<file path="src/rtl/uart_16550_pkg.sv">
// Shared definitions for the UART 16550 receive interrupt logic:
// timeout FSM encoding, FCR trigger-level decode and character timing.
package uart_16550_pkg;

    // Timeout FSM state encoding
    localparam logic [1:0] TO_IDLE    = 2'b00;
    localparam logic [1:0] TO_ARMED   = 2'b01;
    localparam logic [1:0] TO_EXPIRED = 2'b10;

    // FCR[7:6] trigger levels in characters
    localparam logic [3:0] RX_TRIG_1  = 4'd1;
    localparam logic [3:0] RX_TRIG_4  = 4'd4;
    localparam logic [3:0] RX_TRIG_8  = 4'd8;
    localparam logic [3:0] RX_TRIG_14 = 4'd14;

    // One character lasts 16 ticks per bit; timeout is four characters idle
    localparam int CHAR_TICKS    = 16;
    localparam int TIMEOUT_CHARS = 4;

    function automatic logic [3:0] rx_trig_value(input logic [1:0] sel);
        logic [3:0] val;
        case (sel)
            2'b00:   val = RX_TRIG_1;
            2'b01:   val = RX_TRIG_4;
            2'b10:   val = RX_TRIG_8;
            default: val = RX_TRIG_14;
        endcase
        return val;
    endfunction

endpackage

</file>
<file path="src/rtl/uart_16550_rx_timeout.sv">
// Character-timeout detector: frame-length decode, idle tick counter and
// the IDLE/ARMED/EXPIRED state machine. The state register is exposed so
// the parent (and any checker) can observe it directly.
module uart_16550_rx_timeout
    import uart_16550_pkg::*;
#(
    parameter int TO_CNT_W = 10
) (
    input  logic       clk,
    input  logic       rst,
    input  logic       fifo_en,
    input  logic       flush,
    input  logic [1:0] word_len,
    input  logic       stop_bits,
    input  logic       parity_en,
    input  logic       tick,
    input  logic       push,
    input  logic       pop,
    input  logic       pop_empties,
    input  logic       fifo_empty,
    output logic [1:0] state
);

    localparam int TO_MULT = CHAR_TICKS * TIMEOUT_CHARS;

    logic [3:0]          frame_bits;
    logic [TO_CNT_W-1:0] threshold;
    logic [TO_CNT_W-1:0] cnt;
    logic [TO_CNT_W-1:0] cnt_inc;

    // start + data + parity + stop bits, recomputed live so LCR edits apply at once
    assign frame_bits = 4'd7 + {2'b00, word_len} + {3'b000, parity_en} + {3'b000, stop_bits};
    assign threshold  = TO_CNT_W'(int'(frame_bits) * TO_MULT);
    assign cnt_inc    = cnt + TO_CNT_W'(1);

    // Idle-time tracking; >= compare lets a shortened threshold expire on the next tick
    always_ff @(posedge clk or posedge rst) begin
        if (rst) begin
            state <= TO_IDLE;
            cnt   <= '0;
        end else if (flush || !fifo_en) begin
            state <= TO_IDLE;
            cnt   <= '0;
        end else begin
            case (state)
                TO_IDLE: begin
                    cnt <= '0;
                    if (!fifo_empty && !push && !pop)
                        state <= TO_ARMED;
                end
                TO_ARMED: begin
                    if (fifo_empty) begin
                        state <= TO_IDLE;
                        cnt   <= '0;
                    end else if (push || pop) begin
                        cnt <= '0;
                    end else if (tick) begin
                        cnt <= cnt_inc;
                        if (cnt_inc >= threshold)
                            state <= TO_EXPIRED;
                    end
                end
                TO_EXPIRED: begin
                    // only a read clears the interrupt; pushes leave it pending
                    if (pop) begin
                        cnt   <= '0;
                        state <= pop_empties ? TO_IDLE : TO_ARMED;
                    end
                end
                default: begin
                    state <= TO_IDLE;
                    cnt   <= '0;
                end
            endcase
        end
    end

endmodule

</file>
<file path="src/rtl/uart_16550_rx_irq_ctrl.sv">
// Receive interrupt/status controller for the UART 16550 Rx FIFO:
// data-available interrupt, character-timeout interrupt and LSR[7]
// (errored entries resident in the FIFO).
// Build option: define UART_RX_TIMEOUT_INT_EN to build the timeout logic;
// without it Rx_Timeout_Int_o is tied low.
module uart_16550_rx_irq_ctrl
    import uart_16550_pkg::*;
#(
    parameter int LEVEL_W  = 9,
    parameter int TO_CNT_W = 10
) (
    input  logic               WBs_CLK_i,
    input  logic               WBs_RST_i,
    input  logic               Rx_FIFO_Enable_i,
    input  logic               Rx_FIFO_Flush_i,
    input  logic [1:0]         Rx_Trigger_Level_i,
    input  logic [1:0]         Rx_Word_Len_i,
    input  logic               Rx_Stop_Bits_i,
    input  logic               Rx_Parity_En_i,
    input  logic               Baud_16x_Tick_i,
    input  logic               Rx_FIFO_Push_i,
    input  logic               Rx_Err_Push_i,
    input  logic               Rx_FIFO_Pop_i,
    input  logic               Rx_Err_Pop_i,
    input  logic [LEVEL_W-1:0] Rx_FIFO_Level_i,
    input  logic               Rx_FIFO_Empty_i,
    output logic               Rx_Data_Avail_Int_o,
    output logic               Rx_Timeout_Int_o,
    output logic               Rx_FIFO_Err_o,
    output logic [LEVEL_W-1:0] Rx_Err_Count_o
);

    logic               err_inc;
    logic               err_dec;
    logic [LEVEL_W-1:0] err_next;

    assign err_inc = Rx_FIFO_Push_i && Rx_Err_Push_i;
    assign err_dec = Rx_FIFO_Pop_i  && Rx_Err_Pop_i;

    // Data-available: trigger compare in FIFO mode, non-empty in 16450 mode
    always_ff @(posedge WBs_CLK_i or posedge WBs_RST_i) begin
        if (WBs_RST_i)
            Rx_Data_Avail_Int_o <= 1'b0;
        else if (Rx_FIFO_Flush_i)
            Rx_Data_Avail_Int_o <= 1'b0;
        else if (Rx_FIFO_Enable_i)
            Rx_Data_Avail_Int_o <= (Rx_FIFO_Level_i >= LEVEL_W'(rx_trig_value(Rx_Trigger_Level_i)));
        else
            Rx_Data_Avail_Int_o <= !Rx_FIFO_Empty_i;
    end

    // Next errored-entry count: flush wins, saturating at both ends
    always_comb begin
        err_next = Rx_Err_Count_o;
        if (Rx_FIFO_Flush_i || !Rx_FIFO_Enable_i)
            err_next = '0;
        else if (err_inc && !err_dec && (Rx_Err_Count_o != '1))
            err_next = Rx_Err_Count_o + LEVEL_W'(1);
        else if (err_dec && !err_inc && (Rx_Err_Count_o != '0))
            err_next = Rx_Err_Count_o - LEVEL_W'(1);
    end

    // Register the count and LSR[7] together so they never disagree
    always_ff @(posedge WBs_CLK_i or posedge WBs_RST_i) begin
        if (WBs_RST_i) begin
            Rx_Err_Count_o <= '0;
            Rx_FIFO_Err_o  <= 1'b0;
        end else begin
            Rx_Err_Count_o <= err_next;
            Rx_FIFO_Err_o  <= (err_next != '0);
        end
    end

`ifdef UART_RX_TIMEOUT_INT_EN
    logic [1:0] to_state;
    logic       pop_empties;

    // a pop of the last entry with no refilling push leaves the FIFO empty
    assign pop_empties = (Rx_FIFO_Level_i == LEVEL_W'(1)) && !Rx_FIFO_Push_i;

    uart_16550_rx_timeout #(
        .TO_CNT_W (TO_CNT_W)
    ) u_rx_timeout (
        .clk         (WBs_CLK_i),
        .rst         (WBs_RST_i),
        .fifo_en     (Rx_FIFO_Enable_i),
        .flush       (Rx_FIFO_Flush_i),
        .word_len    (Rx_Word_Len_i),
        .stop_bits   (Rx_Stop_Bits_i),
        .parity_en   (Rx_Parity_En_i),
        .tick        (Baud_16x_Tick_i),
        .push        (Rx_FIFO_Push_i),
        .pop         (Rx_FIFO_Pop_i),
        .pop_empties (pop_empties),
        .fifo_empty  (Rx_FIFO_Empty_i),
        .state       (to_state)
    );

    // interrupt is a pure decode of the state register, no input paths
    assign Rx_Timeout_Int_o = (to_state == TO_EXPIRED);
`else
    logic unused_to_inputs;

    // timeout hardware not built; LCR and tick inputs are intentionally ignored
    assign unused_to_inputs = ^{Rx_Word_Len_i, Rx_Stop_Bits_i, Rx_Parity_En_i,
                                Baud_16x_Tick_i, TO_CNT_W[0]};
    assign Rx_Timeout_Int_o = 1'b0;
`endif

endmodule
</file>
<file path="config.mk">
export PLATFORM = sky130hd
export DESIGN_NAME = uart_16550_rx_irq_ctrl
export DESIGN_NICKNAME = d
export VERILOG_FILES = /design/src/rtl/uart_16550_pkg.sv /design/src/rtl/uart_16550_rx_timeout.sv /design/src/rtl/uart_16550_rx_irq_ctrl.sv
export SDC_FILE = /design/constraint.sdc
export NUM_CORES = 1
export LEC_CHECK = 0
export BUFFER_PORTS_ARGS = -buffer_cell sky130_fd_sc_hd__buf_2
export CELL_PAD_IN_SITES_DETAIL_PLACEMENT = 1
export CELL_PAD_IN_SITES_GLOBAL_PLACEMENT = 2
export CORE_ASPECT_RATIO = 0.6
export CORE_MARGIN = 3
export CORE_UTILIZATION = 23
export DETAILED_ROUTE_END_ITERATION = 10
export PLACE_DENSITY = 0.7
export SLEW_MARGIN = 25
export SYNTH_ARGS = -nofsm -noshare
export SYNTH_HDL_FRONTEND = slang
export SYNTH_SLANG_ARGS = --single-unit
</file>
<file path="constraint.sdc">
create_clock -name WBs_CLK_i -period 2.7 [get_ports WBs_CLK_i]
set_clock_uncertainty 0.2 [all_clocks]
set_input_delay 0.135 -clock WBs_CLK_i [delete_from_list [all_inputs] [get_ports WBs_CLK_i]]
set_output_delay 0.135 -clock WBs_CLK_i [all_outputs]
set_load 0.01 [all_outputs]
</file>
==> summary.txt <==
Routing
  – DRT Wirelength: 3340 µm
  – DR vias/cell: 5.03
  – Drt pass-1 iters: 4
  – First-iteration detailed-routing DRC count: 48
  – Antenna violation net count after detailed routing: 0
  – DR vias: 1056
  – Final routed DRC violation total: 0
  – WL/cell: roughly 16 µm

Critical path
  – WP buf/inv: 1
  – WP data arrival: 2540 ps
  – Worst Setup Start Kind: register
  – Worst path depth: 8
  – Crit end category: register
  – Delay-heaviest family, CP: simple AND/OR/NAND/NOR gates
  – CP Data Required Time: around 2600 ps
  – Critical path, cell by cell: inv_1 -> ha_2 -> or3b_1 -> or3_1 -> and3_2 -> a21oi_4 -> nand4_1 -> o31a_1
  – Critical-path maximum fanout: 4
  – Slowest CP cell: dfrtp_1
  – R2r worst-path depth: 8
  – R2R setup slack: 80 ps
  – CP max stage delay: 400 ps
  – Critical path class: reg2reg

Hold path
  – Hold Crit Class: in2reg
  – Min-Delay Path Depth: 3

Synthesis
  – Adder-cell area share of the yosys netlist: 0.0941
  – EDFF count, synth: 0
  – Seq/Total Area, Yosys: 0.296
  – Post-synth top area share: 0.296
  – Top_reg_cell synth: dfrtp_1
  – Synth Area in Simple Gates: 0.335
  – Post-synthesis area per instance: about 8.0 µm²
  – Synthesized area: 931 µm²
  – Yosys warning count: 0
  – Synthesized instance count: 116
  – Combinational family with the most area after synthesis: simple AND/OR/NAND/NOR gates
  – Synth Area in Compound Gates: 0.187
  – Post-Synth XOR/XNOR Area: 0.0282
  – Mux share of post-synthesis cell area: 0
  – Yosys cell types: 39
  – Syn nets: 148
  – Async S/R FF share, synth: 1.00
  – Synth area leaders: dfrtp_1 30%, ha_1 9.4%, nor2_1 6.0%
  – FF+latch count, synth: 11
  – Largest area contributor in the netlist: dfrtp_1

Final layout
  – Finished Layout Cells: 210
  – Core Util, Final: 0.350
  – Final layout net count: 196
  – Area Overhead vs Synth: 42.2%
  – Share of cells above drive strength 1: 0.356
  – Inserted Diodes: 0
  – Fin area: 1320 µm²

STA
  – Unrepaired setup endpoints after global routing: false
  – Final setup viols: 0
  – Fmax achieved: ~380 MHz
  – Minimum clock period: around 2600 ps
  – Slew HR: 0.623
  – Fin crit share: 0.969
  – Pins Over Slew Limit: 0
  – Final Hold Fails: 0
  – Setup TNS: 0 ps
  – Worst-Margin Slew: 560 ps

Clock network
  – Clock Path Buffers: 2
  – H-tree levels: 1
  – CTS Buf Count: 3
  – Worst-Skew Late Latency: around 240 ps
  – CTS tree: built
  – Worst-path clk slew: 50 ps
  – Clock sinks: 11
  – Root Driver: clkbuf_8

Placement
  – Number of port buffers: 30
  – Dpl hpwl: between 2000 and 3000 µm
  – Post-placement cell count: 201
  – Gpl congestion: 0.822
  – Dpl cell area: 1200 µm²

Die
  – Die ar.: 4870 µm²
  – Starting Density: 0.246
  – Chip width: 88.1 µm
  – Num ports: 37
  – Row cnt: 17
  – Core area: 3790 µm²
  – Die Y: 55.3 µm

Job
  – Max_cap viols: 0

Pwr
  – Power per cell area: 328 nW/µm²
  – Tot Pwr: 0.000434 W
  – Worst vdd ir: between 0.15 and 0.2 mV
  – LEAKAGE: 0.682 nW

Global routing
  – Vias in the first global route: 1039
  – Initial antenna violation count: 0
  – Total grt overflow: 0
  – Largest net degree at the start of global routing: 12
  – GRT Total Usage: 0.134
  – First-pass GRT wire length: slightly above 5000 µm

Outcome
  – Status: finished, final reports clean
[per-stage QoR]
step                hold slack, ps  worst slack, ps
floorplan                     -213              121
global placement             -60.5             71.3
detailed placement           -37.2            -7.57
CTS                            130             30.2
global route                   160             2.18
finish                         133             84.1
[Yosys cell counts (2+ instances only)]
master    number
nor3_1         4
inv_1         11
dfrtp_1       11
nand4_1        2
a31oi_1        2
nand3_1        4
nand2_1        6
or4_1          2
o31ai_1        3
nor2_1        15
a21oi_1        3
xor2_1         2
or3_1          5
nand2b_1       4
ha_1           7
a21oi_2        2
and2_1         3
or4_4          2
nor4_1         4
o21ai_0        4
a221oi_1       2
[layout by cell type (no fill, tap or decap), drive strengths merged, types with 3 or more instances in the layout]
| cell type | synthesis | layout |
|---|---|---|
| a21oi | 5 | 5 |
| nor4 | 4 | 4 |
| dfrtp | 11 | 11 |
| clkbuf | 1 | 4 |
| nand2b | 4 | 4 |
| inv | 11 | 11 |
| o31ai | 3 | 3 |
| nor3 | 4 | 4 |
| and2 | 4 | 4 |
| or3 | 5 | 5 |
| nand2 | 6 | 6 |
| nand3 | 4 | 4 |
| ha | 7 | 7 |
| o21ai | 4 | 4 |
| nor2 | 15 | 15 |
| buf | 1 | 42 |
| or4 | 4 | 4 |
| dlygate4sd3 | 0 | 3 |
[registers in the layout (all words and copies together) (netlist names)]
signal / count
Rx_Err_Count_o: 9
Rx_FIFO_Err_o: 1
Rx_Data_Avail_Int_o: 1
[timing repair]
| item | CTS | global route |
|---|---|---|
| pin swaps | 0 | 0 |
| resized for setup | 2 | 5 |
| setup buffers | 0 | 2 |
| setup endpoints to repair | 1 | 1 |
| hold buffers | 3 | 0 |
| endpoints found under the hold margin | 12 | 0 |
[power by group]
part / switching (W) / internal, W
sequential: 0.00000212 / 0.000169
combinational: 0.0000526 / 0.0000443
clock: 0.0000622 / 0.000104
[worst min-delay path, delay by kind of cell]
kind	cells	cell delay (ps)
AND/OR/NAND/NOR	2	300
buffers and inverters	1	90
[worst paths after layout]
kind	from	end
setup / recovery	Rx_Err_Count_o[0]	Rx_FIFO_Err_o
hold / removal	Rx_FIFO_Enable_i	Rx_Err_Count_o[4]
setup reg to reg	Rx_Err_Count_o[0]	Rx_FIFO_Err_o
hold reg to reg	Rx_Err_Count_o[5]	Rx_Err_Count_o[5]
max in group asynchronous	WBs_RST_i	Rx_FIFO_Err_o
min in group asynchronous	WBs_RST_i	Rx_Err_Count_o[3]
[layer usage]
| layer | vias up | track usage | share of wire |
|---|---|---|---|
| li1 | 514 | - | - |
| met3 | 0 | 0.0447 | 0.050 |
| met2 | 26 | 0.194 | 0.44 |
| met1 | 516 | 0.199 | 0.51 |
| met5 | - | 0 | 0 |
| met4 | 0 | 0.0151 | 0 |
[layout make-up]
type	count	area, µm²
clock buffers	4	45.0
fillers	487	2460
inverters	11	41.3
multi-input cells	92	633
flip-flops and latches	11	275
well taps	47	58.8
repair buffers	45	270
[cell families after synthesis]
kind of cell / after synthesis
compound gates: 24
fa+ha+maj: 7
xor+xnor: 3
simple gates: 57
buf+inv: 13
other cells: 1
flops: 11
(Power assumes the default switching activity.)
